### config.mk
export PLATFORM = sky130hd
export DESIGN_NAME = round_ctrl
export DESIGN_NICKNAME = d
export VERILOG_FILES = /design/src/rtl/round_ctrl_pkg.sv /design/src/rtl/hp_tracker.sv /design/src/rtl/round_ctrl.sv
export SDC_FILE = /design/constraint.sdc
export NUM_CORES = 1
export LEC_CHECK = 0
export ABC_AREA = 1
export CORE_MARGIN = 5
export CORE_UTILIZATION = 51
export DETAILED_ROUTE_END_ITERATION = 10
export GPL_TIMING_DRIVEN = 0
export PLACE_DENSITY = 0.76
export SYNTH_ARGS = -nofsm -noshare
export SYNTH_HDL_FRONTEND = slang
export SYNTH_SLANG_ARGS = --single-unit
### constraint.sdc
create_clock -name clk -period 1.9 [get_ports clk]
set_clock_uncertainty 0.05 [all_clocks]
set_input_delay 0.38 -clock clk [delete_from_list [all_inputs] [get_ports clk]]
set_output_delay 0.38 -clock clk [all_outputs]
set_load 0.05 [all_outputs]
### src/rtl/round_ctrl_pkg.sv
// Shared types and constants for the shooter match controller.
// Used by round_ctrl (FSM, optional round timer) and its testbench.
package round_ctrl_pkg;

    // Match states as seen by the renderer on o_state.
    typedef enum logic [2:0] {
        S_START = 3'd0,
        S_PLAY  = 3'd1,
        S_PAUSE = 3'd2,
        S_WIN   = 3'd3,
        S_LOSE  = 3'd4
    } game_state_e;

    // Upper bound on N_ENEMY; also sizes the enemy HP sum used by the timer.
    localparam int MAX_ENEMY = 8;

    // Width of the round timer output.
    localparam int TIMER_W = 16;

    // True while hits and invincibility counters are live.
    function automatic logic state_runs(input game_state_e st);
        return (st == S_PLAY);
    endfunction

endpackage

### src/rtl/hp_tracker.sv
// One entity's hit points and post-hit invincibility counter.
// A hit only counts while run is high, the shield is down, the entity is
// not invincible and it still has HP. A counted hit removes one HP and
// arms the invincibility counter, which then runs down on frame ticks
// only while run is high (so it freezes during pause).
module hp_tracker
    import round_ctrl_pkg::*;
#(
    parameter int HP_W   = 3,
    parameter int HP_MAX = 5,
    parameter int IFRAME = 30
) (
    input  logic            clk,
    input  logic            rst_n,
    input  logic            frame_tick,
    input  logic            hit,
    input  logic            shield,
    input  logic            reload,
    input  logic            run,
    output logic [HP_W-1:0] hp,
    output logic            inv
);

    localparam int IW = (IFRAME > 0) ? $clog2(IFRAME + 1) : 1;

    logic [HP_W-1:0] hp_q, hp_d;
    logic [IW-1:0]   inv_q, inv_d;
    logic            hit_ok_s;

    // Decide whether this cycle's hit counts and compute next HP / counter.
    always_comb begin
        hp_d     = hp_q;
        inv_d    = inv_q;
        hit_ok_s = hit && !shield && (inv_q == {IW{1'b0}}) && (hp_q != {HP_W{1'b0}});
        if (reload) begin
            hp_d  = HP_W'(HP_MAX);
            inv_d = {IW{1'b0}};
        end else if (run) begin
            if (hit_ok_s) begin
                hp_d  = hp_q - HP_W'(1'b1);
                inv_d = IW'(IFRAME);
            end else if (frame_tick && (inv_q != {IW{1'b0}})) begin
                inv_d = inv_q - IW'(1'b1);
            end else begin
                inv_d = inv_q;
            end
        end else begin
            hp_d  = hp_q;
            inv_d = inv_q;
        end
    end

    // HP and invincibility registers; reset loads a full health bar.
    always_ff @(posedge clk or negedge rst_n) begin
        if (!rst_n) begin
            hp_q  <= HP_W'(HP_MAX);
            inv_q <= {IW{1'b0}};
        end else begin
            hp_q  <= hp_d;
            inv_q <= inv_d;
        end
    end

    assign hp  = hp_q;
    assign inv = (inv_q != {IW{1'b0}});

endmodule

### src/rtl/round_ctrl.sv
// Match controller for the shooter game: game-state FSM, player and enemy
// HP trackers, pause handling and the round_start pulse that re-initialises
// the movement/bullet blocks.
// Optional feature: define ROUND_TIMER_EN to enable a frame-counted round
// timer; without it o_timer is tied to zero and a round ends only on HP.
module round_ctrl
    import round_ctrl_pkg::*;
#(
    parameter int N_ENEMY      = 2,
    parameter int HP_W         = 3,
    parameter int HP_MAX       = 5,
    parameter int IFRAME       = 30,
    parameter int ROUND_FRAMES = 3600
) (
    input  logic                      clk,
    input  logic                      rst_n,
    input  logic                      frame_tick,
    input  logic                      select,
    input  logic                      pause,
    input  logic                      player_hit,
    input  logic                      player_shield,
    input  logic [N_ENEMY-1:0]        enemy_hit,
    input  logic [N_ENEMY-1:0]        enemy_shield,
    output logic [2:0]                o_state,
    output logic                      o_round_start,
    output logic [HP_W-1:0]           o_player_hp,
    output logic [N_ENEMY*HP_W-1:0]   o_enemy_hp,
    output logic [N_ENEMY-1:0]        o_enemy_alive,
    output logic                      o_player_inv,
    output logic [TIMER_W-1:0]        o_timer
);

    // Reject configurations the counters cannot represent.
    generate
        if (N_ENEMY < 1 || N_ENEMY > MAX_ENEMY) begin : g_bad_n
            $error("round_ctrl: N_ENEMY out of range");
        end
        if (HP_MAX < 1 || HP_MAX > (2 ** HP_W) - 1) begin : g_bad_hp
            $error("round_ctrl: HP_MAX out of range");
        end
        if (ROUND_FRAMES < 0 || ROUND_FRAMES > (2 ** TIMER_W) - 1) begin : g_bad_rf
            $error("round_ctrl: ROUND_FRAMES out of range");
        end
    endgenerate

    game_state_e             state_q, state_d;
    logic                    round_start_q, round_start_d;
    logic                    reload_s;
    logic                    run_s;
    logic                    all_dead_s;
    logic                    timer_win_s;
    logic                    timer_lose_s;
    logic [HP_W-1:0]         player_hp_s;
    logic [N_ENEMY*HP_W-1:0] enemy_hp_s;
    logic [N_ENEMY-1:0]      enemy_inv_s;

    // Reload happens on the START->PLAY edge so the new round opens with full HP.
    assign reload_s = (state_q == S_START) && select;
    assign run_s    = state_runs(state_q);

    hp_tracker #(
        .HP_W   (HP_W),
        .HP_MAX (HP_MAX),
        .IFRAME (IFRAME)
    ) u_player (
        .clk        (clk),
        .rst_n      (rst_n),
        .frame_tick (frame_tick),
        .hit        (player_hit),
        .shield     (player_shield),
        .reload     (reload_s),
        .run        (run_s),
        .hp         (player_hp_s),
        .inv        (o_player_inv)
    );

    generate
        for (genvar i = 0; i < N_ENEMY; i++) begin : g_enemy
            hp_tracker #(
                .HP_W   (HP_W),
                .HP_MAX (HP_MAX),
                .IFRAME (IFRAME)
            ) u_enemy (
                .clk        (clk),
                .rst_n      (rst_n),
                .frame_tick (frame_tick),
                .hit        (enemy_hit[i]),
                .shield     (enemy_shield[i]),
                .reload     (reload_s),
                .run        (run_s),
                .hp         (enemy_hp_s[i*HP_W +: HP_W]),
                .inv        (enemy_inv_s[i])
            );
            assign o_enemy_alive[i] = (enemy_hp_s[i*HP_W +: HP_W] != {HP_W{1'b0}});
        end
    endgenerate

    assign all_dead_s = (o_enemy_alive == {N_ENEMY{1'b0}});

`ifdef ROUND_TIMER_EN
    localparam int SUM_W = HP_W + 4;

    logic [TIMER_W-1:0] timer_q, timer_d;
    logic [SUM_W-1:0]   enemy_sum_s;
    logic               player_ahead_s;

    // Total remaining enemy HP decides the winner when time runs out.
    always_comb begin
        enemy_sum_s = {SUM_W{1'b0}};
        for (int k = 0; k < N_ENEMY; k++) begin
            enemy_sum_s = enemy_sum_s + SUM_W'(enemy_hp_s[k*HP_W +: HP_W]);
        end
        player_ahead_s = (SUM_W'(player_hp_s) > enemy_sum_s);
    end

    // Timer loads at round start and counts frames only while playing.
    always_comb begin
        timer_d = timer_q;
        if (reload_s) begin
            timer_d = TIMER_W'(ROUND_FRAMES);
        end else if (run_s && frame_tick && (timer_q != {TIMER_W{1'b0}})) begin
            timer_d = timer_q - TIMER_W'(1'b1);
        end else begin
            timer_d = timer_q;
        end
    end

    // Round timer register.
    always_ff @(posedge clk or negedge rst_n) begin
        if (!rst_n) begin
            timer_q <= {TIMER_W{1'b0}};
        end else begin
            timer_q <= timer_d;
        end
    end

    assign timer_win_s  = run_s && (timer_q == {TIMER_W{1'b0}}) && player_ahead_s;
    assign timer_lose_s = run_s && (timer_q == {TIMER_W{1'b0}}) && !player_ahead_s;
    assign o_timer      = timer_q;
`else
    assign timer_win_s  = 1'b0;
    assign timer_lose_s = 1'b0;
    assign o_timer      = {TIMER_W{1'b0}};
`endif

    // Next-state logic; HP outcomes beat timer expiry, which beats pause.
    always_comb begin
        state_d       = state_q;
        round_start_d = 1'b0;
        case (state_q)
            S_START: begin
                if (select) begin
                    state_d       = S_PLAY;
                    round_start_d = 1'b1;
                end else begin
                    state_d = S_START;
                end
            end
            S_PLAY: begin
                if (player_hp_s == {HP_W{1'b0}}) begin
                    state_d = S_LOSE;
                end else if (all_dead_s) begin
                    state_d = S_WIN;
                end else if (timer_win_s) begin
                    state_d = S_WIN;
                end else if (timer_lose_s) begin
                    state_d = S_LOSE;
                end else if (pause) begin
                    state_d = S_PAUSE;
                end else begin
                    state_d = S_PLAY;
                end
            end
            S_PAUSE: begin
                if (pause) begin
                    state_d = S_PLAY;
                end else begin
                    state_d = S_PAUSE;
                end
            end
            S_WIN, S_LOSE: begin
                if (select) begin
                    state_d = S_START;
                end else begin
                    state_d = state_q;
                end
            end
            default: begin
                state_d = S_START;
            end
        endcase
    end

    // State and round_start registers.
    always_ff @(posedge clk or negedge rst_n) begin
        if (!rst_n) begin
            state_q       <= S_START;
            round_start_q <= 1'b0;
        end else begin
            state_q       <= state_d;
            round_start_q <= round_start_d;
        end
    end

    assign o_state       = state_q;
    assign o_round_start = round_start_q;
    assign o_player_hp   = player_hp_s;
    assign o_enemy_hp    = enemy_hp_s;

endmodule

==> results_dict.tcl, run 1 <==
set metrics [dict create \
    cts.path.max_buffers 2 \
    cts_sinks 28 \
    wl_per_cell_um 11.16 \
    endpoint_kind "output port" \
    rows 22 \
    start_util_pct 53.80 \
    dr.first_iter.drc_count 74 \
    clk_pin_slew_ns 0.10 \
    relSlewSlack_pct 56.64 \
    critical_path_required_ns 1.47 \
    rsz0062_at_grt "false" \
    slowest_delay_ns 0.80 \
    hold_violations 0 \
    antenna_found_initial 0 \
    synth_simple_gate_area_share_pct 33.92 \
    total_power_w 0.004468 \
    power.leakage_nw 1.356 \
    finalSetupViolCount 0 \
    cts_tree "done" \
    critPathBufInv 1 \
    crit_slowest_cell "clkdlybuf4s50_1" \
    cts_hold_buf 0 \
    clk_latency_ns 0.28 \
    layout_commonest_cell "nand2_1" \
    syn_area_per_cell_um2 7.218 \
    synth_top_family_by_area "simple AND/OR/NAND/NOR gates" \
    remaining_drc_errors 0 \
    most-common-layout-cells "nand2_1 (66), inv_1 (44), nor2_1 (25)" \
    ys_ff_latch 28 \
    synth-compound-area-share_pct 7.760 \
    max_freq_mhz 546.3 \
    cp-start-kind "register" \
    max_cap_violations 0 \
    gp_congestion 0.8055 \
    portBuffers 26 \
    grt.total_usage_pct 16.67 \
    crit-reg2reg-launch "g_enemy[0].u_enemy.hp[0]$_DFFE_PN1P_" \
    crit_family "buffers and inverters" \
    ant_nets 0 \
    worst_pin_slew_ns 0.6504 \
    drive_above_1_share_pct 18.01 \
    maxSlewViolCount 0 \
    grt_pass1_vias 1612 \
    synth_fa_ha_area_share_pct 5.632 \
    diodes 0 \
    syn_area_um2 1999 \
    grt_pass1_wl_um 7065 \
    synthMuxAreaShare_pct 0 \
    p_sw_w 0.002426 \
    critPathKind "reg2out" \
    fillers 326 \
    chipHeight_um 72.62 \
    yosysWarnings 0 \
    clkPwrFrac_pct 7.6 \
    fin_nets 343 \
    wl_um 4129 \
    combPwrFrac_pct 67.0 \
    crit_chain "clkdlybuf4s50_1" \
    p_sw_share_pct 54.30 \
    vias_per_cell 4.722 \
    setup.worst_path.start "o_round_start$_DFF_PN0_" \
    die_w_um 72.62 \
    arrival_ns 1.40 \
    min_period_ns 1.831 \
    synth-xor-area-share_pct 1.314 \
    cts-root-buf "clkbuf_8" \
    fin_cells 370 \
    status "finished, final reports clean" \
    p_per_area_nw_per_um2 1840 \
    ios 43 \
    core_um2 3716 \
    die_area_um2 5273 \
    syn2layout_area_growth_pct 21.46 \
    dp.cells 366 \
    netlist_instances 277 \
    yosysSeqAreaShare_pct 35.42 \
    p_seq_share_pct 25.3 \
    hold_path_class "in2async" \
    drtPass1Iterations 4 \
    dpl.hpwl_um 3194 \
    grt-ovfl-total 0 \
    final.period_utilization_pct 96.35 \
    p_int_w 0.002042 \
    htreeDepth 1 \
    numCtsBuffers 3 \
    critPathMaxFanout 1 \
    ir_worst_vdd_uv 1213 \
    grt_max_degree 29 \
    final_util_pct 65.35 \
    synth_cell_types 29 \
    vias 1747 \
]
-- Yosys cell counts, drive strengths merged --
master  number  area share [%]
ha           9             5.6
nand2       74              15
or2          3            0.94
dfrtp       22              28
nand3       24             6.8
a21oi        6             1.5
buf         18             7.1
o21ai       19             5.9
inv         46             8.6
xnor2        3             1.3
nor3         1            0.25
nor2        33             7.3
conb         1            0.19
o211ai       1            0.38
dfstp        6             7.9
nand4       10             3.1
nand3b       1            0.38
-- layer usage --
layer  global-route usage (%)  vias to the layer above  routed length [um]
li1                         -                      933                   -
met1                    21.37                      765                1890
met2                    29.66                       47                1944
met3                    2.755                        2                 265
met4                    3.074                        0                  27
met5                        0                        -                   0
-- timing repair --
action / CTS / global route
setup buffers: 0 / 0
endpoints found under the setup margin: 14 / 4
gates resized for setup: 29 / 5
-- cells by family after synthesis --
group	after synthesis
simple gates	146
flops	28
xor+xnor	3
buf+inv	64
other cells	1
fa+ha+maj	9
compound gates	26
-- metrics by stage --
stage	worst slack (ns)	hold WS (ns)	cell area (um^2)	setup TNS [ns]
final	0.06941	0.06931	2429	0
after floorplan	-0.00008804	0.03441	2071	-0.00008804
after global routing	0.008048	0.1152	2429	0
after CTS	0.003405	0.4427	2415	0
after detailed placement	-0.2444	0.4303	2391	-3.068
after global placement	-0.2459	0.4201	2391	-2.673
-- state kept, by name, indices dropped and copies added, names as in the netlist --
register and flops:
u_player.hp 3, u_player.inv_q 5, g_enemy.u_enemy.inv_q 10, o_state 3, g_enemy.u_enemy.hp 6, o_round_start 1
-- cell type report --
type / instances / area (um^2) / area share [%]
timing repair buffer: 26 / 240.2 / 9.892
multi-input combinational: 200 / 1060 / 43.64
clock buffer: 4 / 45.04 / 1.855
tap: 48 / 60.06 / 2.473
inverter: 46 / 172.7 / 7.110
buffer: 18 / 142.6 / 5.873
sequential: 28 / 708.2 / 29.16
-- power groups by stage --
| stage | Clock (W) | Sequential, W | Combinational (W) |
|---|---|---|---|
| after CTS | 0.000350 | 0.00113 | 0.00298 |
| after floorplan | 0 | 0.00157 | 0.00191 |
| after detailed placement | 0 | 0.00115 | 0.00306 |
| after global routing | 0.000373 | 0.00118 | 0.00335 |
| final | 0.000340 | 0.00113 | 0.00300 |
| after global placement | 0 | 0.00114 | 0.00300 |
-- worst register-to-register path: stages (launching register included) --
cell,delay [ns]
dfstp_2,0.55
inv_1,0.07
ha_1,0.23
nand2_4,0.10
nand2_1,0.11
nor2_1,0.16
nor2_1,0.08
nor2_2,0.14
nand2_1,0.06
o21ai_0,0.09
-- worst paths after layout --
kind | end | slack, ns | depth (start not counted)
min in group clk | u_player.hp[0]$_DFFE_PN1P_ | 0.44 | 2
hold / removal | g_enemy[1].u_enemy.inv_q[1]$_DFFE_PN0P_ | 0.07 | 1
hold reg to reg | u_player.hp[0]$_DFFE_PN1P_ | 0.44 | 2
max in group asynchronous | g_enemy[0].u_enemy.inv_q[4]$_DFFE_PN0P_ | 1.31 | 1
setup / recovery | o_round_start | 0.07 | 1
setup reg to reg | g_enemy[0].u_enemy.hp[2]$_DFFE_PN1P_ | 0.19 | 9
Note: power is estimated with default switching activity, not from simulation.
==> run 2, diff against run 1 <==
--- a/config.mk
+++ b/config.mk
@@ -7,10 +7,10 @@
 export LEC_CHECK = 0
 export ABC_AREA = 1
 export CORE_MARGIN = 5
-export CORE_UTILIZATION = 51
+export CORE_UTILIZATION = 46
 export DETAILED_ROUTE_END_ITERATION = 10
 export GPL_TIMING_DRIVEN = 0
-export PLACE_DENSITY = 0.76
+export PLACE_DENSITY = 0.72
 export SYNTH_ARGS = -nofsm -noshare
 export SYNTH_HDL_FRONTEND = slang
 export SYNTH_SLANG_ARGS = --single-unit
==> constraint.sdc (replaced) <==
create_clock -name clk -period 1.5 [get_ports clk]
set_clock_uncertainty 0.05 [all_clocks]
set_input_delay 0.3 -clock clk [delete_from_list [all_inputs] [get_ports clk]]
set_output_delay 0.3 -clock clk [all_outputs]
set_load 0.05 [all_outputs]
==> run 2 against run 1 <==
Compared with the run above:
- the flow now finishes with violations (negative hold slack, negative setup slack)
- first-iteration DRC count rose by 28%
- die area rose by 9.3%
- setup slack got worse by 0.19 ns
- combinational power grew 80%
- non-clock buffer count is 20 higher
- design area increased by 23%
- via count up 12%
- register-to-register slack got worse by 0.25 ns
- largest cell class unchanged
- count of clock-buffer cells in the layout did not move
- clock power rose by 45%
==> results_dict.tcl, run 2 (synthesis gave the netlist of run 1 again) <==
set metrics [dict create \
    clkPwrFrac_pct 6.7 \
    postPlaceCellArea_um2 2507 \
    wl_um 5440 \
    die_w_um 75.93 \
    start_util_pct 46.56 \
    core_um2 4294 \
    ant_nets 0 \
    diodes 0 \
    htreeDepth 1 \
    clk_latency_ns 0.28 \
    status "finished, violations left" \
    maxSlewViolCount 0 \
    grt.total_usage_pct 17.28 \
    most-common-layout-cells "nand2_1 (55), inv_1 (35), buf_4 (33)" \
    p_per_area_nw_per_um2 2475 \
    combPwrFrac_pct 73.0 \
    relSlewSlack_pct 55.36 \
    gp_congestion 0.8217 \
    cp-start-kind "register" \
    layout_commonest_cell "nand2_1" \
    power.leakage_nw 1.520 \
    final.period_utilization_pct 107.7 \
    cts.path.max_buffers 2 \
    rows 24 \
    finalSetupViolCount 23 \
    fin_cells 396 \
    worst_pin_slew_ns 0.6696 \
    grt_max_degree 29 \
    remaining_drc_errors 0 \
    arrival_ns 1.27 \
    p_int_w 0.003511 \
    grt-ovfl-total 0 \
    cts_hold_buf 0 \
    worst_hold_slack_ns -0.008860 \
    cts-root-buf "clkbuf_8" \
    largest_reg_flops 10 \
    p_seq_share_pct 20.3 \
    vias 1957 \
    min_period_ns 1.616 \
    chipHeight_um 75.93 \
    p_sw_share_pct 52.60 \
    p_sw_w 0.003895 \
    violations "negative hold slack, negative setup slack" \
    clk_pin_slew_ns 0.10 \
    tns_ns -1.027 \
    vias_per_cell 4.942 \
    hold_violations 8 \
    slowest_delay_ns 0.55 \
    drtPass1Iterations 4 \
    max_cap_violations 0 \
    fin_area_um2 2993 \
    dpl.hpwl_um 3325 \
    critPathMaxFanout 3 \
    ir_worst_vdd_uv 1458 \
    critical_path_required_ns 1.15 \
    grt_pass1_vias 1924 \
    setup_slack_ns -0.1157 \
    fin_nets 365 \
    dp.cells 370 \
    numCtsBuffers 3 \
    cts_tree "done" \
    antenna_found_initial 0 \
    crit_slowest_cell "dfstp_2" \
    crit_chain "inv_2 > ha_4 > nand2_8 > buf_8" \
    final_util_pct 69.70 \
    syn2layout_area_growth_pct 49.69 \
    critPathKind "reg2out" \
    grt_pass1_wl_um 8618 \
    die_area_um2 5765 \
    endpoint_kind "output port" \
    wl_per_cell_um 13.74 \
    hold_path_class "in2async" \
    cts_sinks 28 \
    max_freq_mhz 618.9 \
    drive_above_1_share_pct 40.99 \
    portBuffers 26 \
    top_register "g_enemy.u_enemy.inv_q" \
    ios 43 \
    dr.first_iter.drc_count 95 \
    rsz0062_at_grt "true" \
]
[run 2: cell types whose count changed in the layout (fill, tap and decap cells not counted), moves of 5 or more]
cell | previous run | this run
nor2_4 | 1 | 7
nand3_1 | 21 | 9
nand3_2 | 2 | 11
dfrtp_2 | 0 | 5
dlygate4sd2_1 | 11 | 0
buf_4 | 18 | 33
inv_1 | 44 | 35
nand2_1 | 66 | 55
nand2_4 | 4 | 11
inv_2 | 2 | 9
ha_1 | 8 | 3
dfrtp_1 | 22 | 17
ha_4 | 0 | 6
[run 2: power by group through the flow]
stage,sequential (W),clock [W],combinational [W]
global route,0.00155,0.000527,0.00591
global placement,0.00146,0,0.00407
CTS,0.00147,0.000499,0.00463
detailed placement,0.00148,0,0.00417
floorplan,0.00201,0,0.00268
finish,0.00150,0.000493,0.00541
[run 2: repair_timing]
| item | 4_1_cts | 5_1_grt |
|---|---|---|
| buffers inserted | 9 | 10 |
| pin swaps | 8 | 9 |
| gates resized for setup | 103 | 45 |
| gates cloned | 1 | 2 |
| endpoints found under the setup margin | 62 | 33 |
[run 2: layout make-up]
type / count / area [um^2]
flip-flops and latches: 28 / 714.4
plain buffers: 18 / 146.4
well taps: 52 / 65.06
inverters: 46 / 182.7
fillers: 347 / 1301
clock buffers: 4 / 55.05
repair buffers: 46 / 440.4
multi-input cells: 202 / 1389
[run 2: worst paths after layout]
check	depth (start not counted)	slack, ns	to	from
max	4	-0.12	o_enemy_alive[1]	g_enemy[1].u_enemy.hp[0]$_DFFE_PN1P_
min	1	-0.009	o_state[2]$_DFFE_PN0P_	rst_n
max reg2reg	9	-0.06	g_enemy[0].u_enemy.inv_q[2]$_DFFE_PN0P_	g_enemy[0].u_enemy.hp[0]$_DFFE_PN1P_
min reg2reg	2	0.46	g_enemy[1].u_enemy.inv_q[1]$_DFFE_PN0P_	g_enemy[1].u_enemy.inv_q[1]$_DFFE_PN0P_
max in group asynchronous	1	0.94	u_player.hp[1]$_DFFE_PN0P_	rst_n
min in group clk	2	0.46	g_enemy[1].u_enemy.inv_q[1]$_DFFE_PN0P_	g_enemy[1].u_enemy.inv_q[1]$_DFFE_PN0P_
[run 2: per-layer routing]
layer  GRT usage [%]  vias up  part of all wire, %
li1                -      973                    -
met1           21.79      922                   40
met2           29.97       53                   53
met3           3.081        9                  5.3
met4           4.804        0                  1.6
met5               0        -                    0
[run 2: worst max-delay path, delay by kind of cell (launching register included)]
family / cells / cell delay (ns)
buffers and inverters: 2 / 0.19
adders and majority gates: 1 / 0.17
DFF: 1 / 0.55
and+or+nand+nor: 1 / 0.07
[run 2: metrics by stage]
step                      total power, W  worst slack, ns  hold slack (ns)
after floorplan                 0.004689          -0.1747         -0.04559
after global placement          0.005538          -0.5600           0.4273
after detailed placement        0.005651          -0.5504           0.4307
after CTS                       0.006604          -0.1509           0.4358
after global routing            0.007979          -0.1585          0.04812
final                           0.007406          -0.1157        -0.008860
